<file path="src/rtl/timepulse_sequencer.sv">
// timepulse_sequencer: one-hot memory-cycle timepulse generator (T01..T12).
// Supports monitor stop at an MCT boundary, single-MCT stepping and GOJAM restart.
`default_nettype none

module timepulse_sequencer #(
   parameter int NUM_PULSES   = 12,
   parameter int PHASE_CYCLES = 2,
   parameter int CNT_W        = 16
) (
   input  logic                  clk,
   input  logic                  rst,
   input  logic                  run_en,
   input  logic                  mstp,
   input  logic                  mstrt,
   input  logic                  gojam,
   output logic [NUM_PULSES-1:0] tp,
   output logic                  mct_end,
   output logic                  stopped,
   output logic [CNT_W-1:0]      mct_count
);

   localparam int SUB_W = (PHASE_CYCLES > 1) ? $clog2(PHASE_CYCLES) : 1;
   localparam int IDX_W = (NUM_PULSES > 1) ? $clog2(NUM_PULSES) : 1;
   localparam logic [SUB_W-1:0]      SUB_LAST = SUB_W'(PHASE_CYCLES - 1);
   localparam logic [IDX_W-1:0]      IDX_LAST = IDX_W'(NUM_PULSES - 1);
   localparam logic [NUM_PULSES-1:0] TP_FIRST = NUM_PULSES'(1);

   typedef enum logic [1:0] {
      S_IDLE = 2'd0,
      S_RUN  = 2'd1,
      S_HOLD = 2'd2,
      S_STEP = 2'd3
   } state_t;

   state_t           state, state_nxt;
   logic [SUB_W-1:0] sub, sub_nxt;
   logic [IDX_W-1:0] idx, idx_nxt;
   logic             mstrt_q;
   logic             running, running_nxt, at_boundary, mstrt_rise;

   assign running     = (state == S_RUN) || (state == S_STEP);
   assign at_boundary = running && (idx == IDX_LAST) && (sub == SUB_LAST);
   assign mstrt_rise  = mstrt && !mstrt_q;

   always_comb begin
      state_nxt = state;
      sub_nxt   = sub;
      idx_nxt   = idx;
      if (gojam) begin
         sub_nxt   = '0;
         idx_nxt   = '0;
         state_nxt = run_en ? S_RUN : S_IDLE;
      end else begin
         case (state)
            S_IDLE: begin
               if (run_en) begin
                  state_nxt = S_RUN;
                  sub_nxt   = '0;
                  idx_nxt   = '0;
               end
            end
            S_RUN, S_STEP: begin
               if (at_boundary) begin
                  sub_nxt = '0;
                  idx_nxt = '0;
                  // run_en and mstp only matter here, so an MCT is never cut short
                  if (!run_en)   state_nxt = S_IDLE;
                  else if (mstp) state_nxt = S_HOLD;
                  else           state_nxt = S_RUN;
               end else if (sub == SUB_LAST) begin
                  sub_nxt = '0;
                  idx_nxt = idx + 1'b1;
               end else begin
                  sub_nxt = sub + 1'b1;
               end
            end
            S_HOLD: begin
               sub_nxt = '0;
               idx_nxt = '0;
               if (!run_en)         state_nxt = S_IDLE;
               else if (!mstp)      state_nxt = S_RUN;
               else if (mstrt_rise) state_nxt = S_STEP;
            end
            default: begin
               state_nxt = S_IDLE;
               sub_nxt   = '0;
               idx_nxt   = '0;
            end
         endcase
      end
      running_nxt = (state_nxt == S_RUN) || (state_nxt == S_STEP);
   end

   // Outputs are derived from the next-state values so they stay registered yet aligned.
   always_ff @(posedge clk) begin
      if (rst) begin
         state     <= S_IDLE;
         sub       <= '0;
         idx       <= '0;
         mstrt_q   <= 1'b0;
         tp        <= '0;
         mct_end   <= 1'b0;
         stopped   <= 1'b1;
         mct_count <= '0;
      end else begin
         state   <= state_nxt;
         sub     <= sub_nxt;
         idx     <= idx_nxt;
         mstrt_q <= mstrt;
         tp      <= running_nxt ? (TP_FIRST << idx_nxt) : '0;
         mct_end <= running_nxt && (idx_nxt == IDX_LAST) && (sub_nxt == SUB_LAST);
         stopped <= !running_nxt;
         if (at_boundary && !gojam) begin
            mct_count <= mct_count + 1'b1;
         end
      end
   end

endmodule

`default_nettype wire

</file>
<file path="config.mk">
export PLATFORM = sky130hd
export DESIGN_NAME = timepulse_sequencer
export DESIGN_NICKNAME = d
export VERILOG_FILES = /design/src/rtl/timepulse_sequencer.sv
export SDC_FILE = /design/constraint.sdc
export NUM_CORES = 1
export LEC_CHECK = 0
export ABC_AREA = 1
export BUFFER_PORTS_ARGS = -buffer_cell sky130_fd_sc_hd__buf_2
export CORE_ASPECT_RATIO = 1.5
export CORE_MARGIN = 4
export CORE_UTILIZATION = 39
export DETAILED_ROUTE_END_ITERATION = 6
export SYNTH_ARGS = -nofsm -noshare
export SYNTH_HDL_FRONTEND = slang
export SYNTH_SLANG_ARGS = --single-unit
</file>
<file path="constraint.sdc">
create_clock -name clk -period 3.9 [get_ports clk]
set_input_delay 0.78 -clock clk [delete_from_list [all_inputs] [get_ports clk]]
set_output_delay 0.78 -clock clk [all_outputs]
set_load 0.01 [all_outputs]
</file>
# Yosys cells after proc, flatten, opt, wreduce, memory -nomap -nowiden
# Cells that the tools add are included.
# Widths: inputs -> output; s select.
[classes]
n_addsub = 3
n_eq_ne = 7
shift = 1
n_mux = 20
n_bitwise = 1
reduce_logical = 14
[op_table]
columns = ["operator", "count"]
rows = [
  ["$add 16x1->16 const B", 1],
  ["$mux 2", 8],
  ["$mux 4", 4],
  ["$pmux 4 s3", 1],
  ["$shl 1x4->12 const A", 1],
  ["$eq 4x4->1 const B", 2],
  ["$eq 2x2->1 const B", 3],
  ["$logic_and 1x1->1", 6],
  ["$pmux 2 s3", 1],
  ["$mux 1", 5],
  ["$add 4x1->4 const B", 1],
  ["$eq 2x1->1 const B", 2],
  ["$reduce_or 2->1", 2],
  ["$logic_not 1->1", 3],
  ["$pmux 1 s3", 1],
  ["$logic_not 2->1", 1],
  ["$logic_or 1x1->1", 2],
  ["$add 1x1->1 const B", 1],
  ["$not 1->1", 1],
]
[word_totals]
regBits = 38
input_bits = 6
output_inout_bits = 30
elab_cells = 54

# Logic depth before layout (Yosys ltp)
# Gate-level depths: netlist (run 1).
[logic_depth]
ltp_word = 11
mapped_depth = 11
mapped_depth_nobuf = 11

# Worst setup path after synthesis (run 1)
# OpenSTA, ideal clock, no wires.
[synth_path]
path_type = "input-to-reg"
from = "in run_en"
to = "reg mct_end"
setup_time_ps = 65
arrival_ps = 1474
t_required_ps = 3835
path_slack_ps = 2361
cell_stages = 9
path_buffers = 0
cell_sequence = "inv_1 nand2_1 inv_1 nand2_1 nand2_1 nand2_1 inv_1 nand3_1 nor2_1"
[synth_via]
elab_chain_len = 8
elab_cells_between_ends = 19
cone_classes = "eq/ne: 3; mux: 13; reduce/logical: 3"
[synth_lines]
columns = ["item", "line_no", "source"]
rows = [
  ["from (decl)", "12", "input logic run_en,"],
  ["$mux 2", "67", "if (!run_en) state_nxt = S_IDLE;"],
  ["$mux 2", "63", "if (at_boundary) begin"],
  ["$pmux 2 s3", "54", "case (state)"],
  ["$mux 2", "49", "if (gojam) begin"],
  ["$eq 2x1->1 / $eq 2x2->1 (equally long branches)", "91", "running_nxt = (state_nxt == S_RUN) || (state_nxt == S_STEP);"],
  ["$logic_or 1x1->1", "91", ""],
  ["$logic_and 1x1->1", "111", "mct_end <= running_nxt && (idx_nxt == IDX_LAST) && (sub_nxt == SUB_LAST);"],
  ["$logic_and 1x1->1 (*)", "111", ""],
  ["to (signal assigned)", "111", ""],
  ["to (decl)", "17", "output logic mct_end,"],
]
# Every way passes the cells marked *; elsewhere a longest branch is shown, timed or not.
# A chain may end at the register's enable or synchronous reset.

# Final worst setup path (run 1)
[layout_path]
from = "reg idx[0]"
to = "reg mct_count[8]"
[layout_via]
elab_chain_len = 4
[layout_lines]
columns = ["item", "line_no", "source"]
rows = [
  ["from (decl)", "37", "logic [IDX_W-1:0] idx, idx_nxt;"],
  ["from (signal assigned)", "108", "idx <= idx_nxt;"],
  ["$eq 4x4->1", "42", "assign at_boundary = running && (idx == IDX_LAST) && (sub == SUB_LAST);"],
  ["$logic_and 1x1->1 (2 in a row)", "42", ""],
  ["$logic_and 1x1->1", "113", "if (at_boundary && !gojam) begin"],
  ["to (signal assigned)", "114", "mct_count <= mct_count + 1'b1;"],
  ["to (decl)", "19", "output logic [CNT_W-1:0] mct_count"],
]
# No other way between the ends.

==> flow_summary.toml, run 1 <==
[die]
die_x_microns = 62.7
dieArea_sq_um = 5650
rows = 29
ioPinCount = 36
design.core.area_sq_um = 4280
die_h_microns = 90.1
start_util_pct = 40.9

[yosys]
synth_fp_nets = 253
avgSynthCellArea_sq_um = 7.15
async_flop_share_pct = 0
synth_fa_ha_area_share_pct = 1.43
synth_largest_area_cell = "dfxtp_1"
ys_warn_count = 0
synth.area.mux_share_pct = 0
synth-compound-area-share_pct = 8.07
synth-edff-count = 0
ys_seq_area_share_pct = 43.4
synth_common_cells = "nand2_1 (62), nor2_1 (41), dfxtp_1 (38)"
synth_top_area_share_pct = 43.4
synth_xor_area_share_pct = 0.999
ys_types = 24
yosysMostFrequentCell = "nand2_1"
synth_area_leaders = "dfxtp_1 (43%), nand2_1 (13%), nor2_1 (8.8%)"
synth-main-ff-cell = "dfxtp_1"
syn_inst = 245
synth_top_family_by_area = "simple AND/OR/NAND/NOR gates"
ys_seq_elements = 38
synth-simple-area-share_pct = 38.4
synthesis.area_sq_um = 1750

[route]
routedWlPerCell_microns = 11.3
firstDrtPassIters = 4
ant_nets = 0
vias_per_cell = 4.77
wirelength_microns = 3740
drc = 0
drtIter0Drc = 48
vias = 1578

[cts]
cts_resized = 0
cts_tree = "done"
clk_pin_slew_ns = 0.08
cts-root-buf = "clkbuf_8"
htreeDepth = 2
clk_path_buf_depth = 2
cts_buffers = 5
clock_sinks = 38
clock_latency_ns = 0.29
hold_buffers = 0
post_cts_buffers = 0

[global_route]
grt_start_max_net_pins = 15
antenna_found_initial = 0
grt_pass1_wl_microns = 6760
grt_overflow = 0
first_global_vias = 1566
grtUsageTotal_pct = 14.8

[layout]
area_growth_pct = 19.8
drive_gt1_share_pct = 19.3
nets = 292
antennaDiodeCount = 0

[power]
p_sw_uw = 168
ir_worst_vdd_mv = 0.189
p_seq_share_pct = 47.8
swShare_pct = 20.4
p_total_uw = 823
pwr-share-clk_pct = 48.9
leakage_nw = 1.01
pwr-share-comb_pct = 3.3
power_per_cell_area_nw_per_um2 = 392
internal-power_uw = 655

[sta]
drv_slew = 0
maxSlewHeadroom_pct = 76.1
period_minus_slack_ns = 1.70
tns_ns = 0
hold_viol = 0
setup-violations-final = 0
whs_ns = 0.491
max_freq_ghz = 0.588
period_share_pct = 43.6
rsz0062_at_grt = "false"
skew_ns = 0.00401
worstMarginPinSlew_ns = 0.355

[min_path]
min_path_type = "register to register"

[worst_setup_path]
worstSetupEndpointType = "register"
crit_arrival_ns = 1.89
worstSetupStartpointType = "register"
critPathKind = "register to register"
cp.required_ns = 4.09
cp_max_fo = 14

[outcome]
status = "finished, final reports clean"

[flow_run]
drv_cap = 0

[placement]
place.gp.congestion = 0.892
dp_hpwl_microns = 2920
port_buffers = 35
-- kinds of logic (layout without fill, tap and decap cells) --
family                     count (synthesis)  count (layout)
AOI/OAI and AO/OA                         26              26
xor gates and xnor gates                   2               2
adders and majority gates                  2               2
buffers and inverters                     33              73
DFF                                       38              38
and+or+nand+nor                          144             144
-- metal layers --
metal,global-route usage [%],wire (microns)
met5,0,0
met4,7.92,80
met3,2.99,146
met2,27.1,2010
met1,15.5,1500
-- placed cells by master, fill, tap and decap left out --
| cell type | synthesis | final |
|---|---|---|
| bufinv_16 | 0 | 2 |
| clkinv_4 | 0 | 1 |
| a21oi_4 | 1 | 1 |
| nor3_4 | 1 | 1 |
| o21ai_0 | 9 | 9 |
| nor3_1 | 7 | 7 |
| nand4_1 | 1 | 1 |
| a21oi_1 | 16 | 16 |
| clkinv_1 | 1 | 1 |
| xor2_1 | 2 | 2 |
| nand2_2 | 1 | 1 |
| dfxtp_1 | 38 | 38 |
| nand3_1 | 19 | 19 |
| nor2_4 | 3 | 3 |
| nand3b_1 | 2 | 2 |
| clkbuf_8 | 0 | 5 |
| nor2_1 | 41 | 41 |
| inv_1 | 29 | 29 |
| nor2_8 | 1 | 1 |
| nor2_2 | 1 | 1 |
| nand2_1 | 62 | 62 |
| ha_1 | 2 | 2 |
| buf_2 | 0 | 35 |
| nor3b_1 | 1 | 1 |
| nand2_4 | 4 | 4 |
-- sequential cells by signal, summed over array words and instances (netlist names) --
| signal | count |
|---|---|
| tp | 12 |
| idx | 4 |
| stopped | 1 |
| mstrt_q | 1 |
| state | 2 |
| mct_count | 16 |
| mct_end | 1 |
| sub | 1 |
-- worst max-delay path, cell delays in order, from the launching register on --
cell	delay (ns)
dfxtp_1	0.41
ha_1	0.24
nand2_4	0.07
nor2_4	0.13
nand2_4	0.10
nor2_8	0.22
nand2_4	0.10
nor2_2	0.15
nand3_1	0.08
nand2_1	0.06
nor2_1	0.04
-- power groups by stage --
stage	registers, mW	clock network [mW]	logic, mW
finish	0.394	0.403	0.0270
global route	0.394	0.428	0.0313
CTS	0.394	0.415	0.0276
detailed placement	0.403	0	0.0274
global placement	0.403	0	0.0276
floorplan	0.402	0	0.0171
-- per-stage QoR --
step | std cells | utilization [%] | cell area, sq um | setup WS [ns]
after floorplan | 245 | - | 1750 | 2.36
after global placement | 323 | 45.9 | 1960 | 2.07
after detailed placement | 323 | 45.9 | 1960 | 2.06
after CTS | 331 | 49.1 | 2100 | 2.19
after global routing | 331 | 49.1 | 2100 | 2.03
final | 331 | 49.1 | 2100 | 2.20
-- area by class of cell --
class | instances | area, sq um
flip-flops and latches | 38 | 761
well taps | 46 | 57.6
fillers | 458 | 2180
multi-input cells | 174 | 857
inverters | 30 | 113
clock buffers | 5 | 68.8
clock inverters | 3 | 68.8
repair buffers | 35 | 175
-- final timing paths --
check               startpoint           end  slack, ns  cells past startpoint
setup reg to reg        idx[0]  mct_count[8]       2.20                     10
hold reg to reg   mct_count[2]  mct_count[2]       0.49                      2
hold / removal    mct_count[2]  mct_count[2]       0.49                      2
setup / recovery        idx[0]  mct_count[8]       2.20                     10
No activity file was read; power rests on OpenSTA's default activity.
==> run 2, diff against run 1 <==
==> constraint.sdc (replaced) <==
create_clock -name clk -period 1.4 [get_ports clk]
set_input_delay 0.28 -clock clk [delete_from_list [all_inputs] [get_ports clk]]
set_output_delay 0.28 -clock clk [all_outputs]
set_load 0.01 [all_outputs]
==> flow_summary.toml, run 2 (synthesis gave the netlist of run 1 again) <==
[power]
leakage_nw = 1.16
ir_worst_vdd_mv = 0.514
power_per_cell_area_nw_per_um2 = 815
pwr-share-clk_pct = 39.4
p_sw_uw = 453
internal-power_mw = 1.52
p_seq_share_pct = 55.5
pwr-share-comb_pct = 5.2
swShare_pct = 22.9

[die]
die_h_microns = 90.1
design.core.area_sq_um = 4280
start_util_pct = 40.9
rows = 29
ioPinCount = 36
die_x_microns = 62.7
dieArea_sq_um = 5650

[worst_setup_path]
worstSetupEndpointType = "register"
r2r_end = "tp[8]"
cp.required_ns = 1.58
crit_arrival_ns = 1.64
rrSetupSlack_ns = -0.05
critPathKind = "register to register"
cp_max_fo = 5
r2r-start = "idx[0]"
worst_r2r_path_depth = 9
worstSetupStartpointType = "register"

[cts]
htreeDepth = 2
clk_pin_slew_ns = 0.07
cts_buffers = 5
clk_path_buf_depth = 2
clock_sinks = 38
clock_latency_ns = 0.28
cts-root-buf = "clkbuf_8"
cts_tree = "done"

[sta]
tns_ns = -0.401
drv_slew = 0
setup_ws_ns = -0.0519
rsz0062_at_grt = "true"
period_minus_slack_ns = 1.45
period_share_pct = 104
worstMarginPinSlew_ns = 0.266
maxSlewHeadroom_pct = 82.2
hold_viol = 0
skew_ns = 0.00402
setup-violations-final = 15
max_freq_ghz = 0.689

[route]
firstDrtPassIters = 4
ant_nets = 0
wirelength_microns = 4200
drtIter0Drc = 35
drc = 0
vias_per_cell = 4.84
vias = 1746
routedWlPerCell_microns = 11.6

[layout]
regMostFlops = "mct_count"
final-seq-area_sq_um = 772
largest_reg_flops = 16
layout_common_cells = "nand2_1 (55), nor2_1 (38), buf_2 (35)"
multiInputGateArea_sq_um = 973
postLayoutCoreUtil_pct = 56.6
final_cell_area_sq_um = 2420
layout_commonest_cell = "nand2_1"
drive_gt1_share_pct = 36.2
reg_top3 = "mct_count (16), tp (12), idx (4)"
antennaDiodeCount = 0
nets = 322
num-fill-cells = 409
area_growth_pct = 38.2

[global_route]
antenna_found_initial = 0
grt_overflow = 0
grt_pass1_wl_microns = 7070
grt_start_max_net_pins = 13
first_global_vias = 1686
grtUsageTotal_pct = 15.4

[placement]
dpl-instance-area_sq_um = 2140
dp_hpwl_microns = 3170
place.gp.congestion = 0.876
port_buffers = 35
dp_slack_ns = -0.145

[outcome]
status = "finished with violations"
failed_checks = "setup timing"

[min_path]
hold_end = "mstrt_q"
hold_start = "mstrt"
min_path_type = "primary input to register"
holdPathStages = 3

[flow_run]
drv_cap = 0
==> run 2: changes by cell type in the layout (fill, tap and decap cells not counted), moves of 3 or more <==
cell,delta
nand3_1,-5
dfxtp_2,+6
dfxtp_1,-7
buf_4,+27
nor2_1,-3
nand2_1,-7
buf_6,+3
nand2_2,+5
nand3_2,+4
==> run 2: worst max-delay path by stage <==
stage | start | to | depth (start not counted)
2_1_floorplan | mct_count[0] | mct_count[8] | 8
3_3_place_gp | idx[1] | tp[3] | 10
3_5_place_dp | idx[1] | mct_count[8] | 10
4_1_cts | idx[0] | mct_count[12] | 11
5_1_grt | idx[0] | mct_count[12] | 11
6_report | idx[0] | tp[8] | 9
==> run 2: critical path, stage by stage (launching register included) <==
cell and delay, ns:
dfxtp_2 0.34, ha_4 0.16, nand2_4 0.06, nor2_4 0.04
a21oi_1 0.21, nand2_1 0.13, nand2_1 0.11, nand2_1 0.13
nand3_1 0.13, nor2_1 0.04
==> run 2: per-stage QoR <==
step                      instances  total power [mW]  hold WS (ns)
final                           361              1.97         0.205
after CTS                       358              2.00         0.196
after global placement          346              1.22         0.485
after detailed placement        346              1.22         0.491
after floorplan                 245              1.17         0.350
after global routing            361              2.06         0.207
==> run 2: area by class of cell <==
cell class,count,area share (%)
clock buffer,6,3.41
clock inverter,2,0.517
inverter,30,4.65
multi-input combinational,174,40.2
sequential,38,31.9
tap,46,2.38
timing repair buffer,65,17.0
==> run 2: power groups by stage <==
stage                     sequential, mW  clock [mW]  combinational [mW]
after floorplan                     1.12           0              0.0477
after global placement              1.12           0              0.0965
after detailed placement            1.12           0              0.0956
after CTS                           1.10       0.804              0.0989
after global routing                1.10       0.856               0.113
final                               1.09       0.777               0.102
==> run 2: routing by layer <==
layer | track usage (%) | wire [microns]
met1 | 15.5 | 1600
met3 | 2.99 | 169
met2 | 29.6 | 2300
met5 | 0 | 0
met4 | 7.00 | 129
==> run 2: repair_timing <==
| action | in CTS | in global routing |
|---|---|---|
| buffers inserted | 4 | 3 |
| endpoints found under the setup margin | 31 | 33 |
| pin swaps | 6 | 4 |
| hold buffers | 0 | 0 |
| gates resized for setup | 13 | 27 |
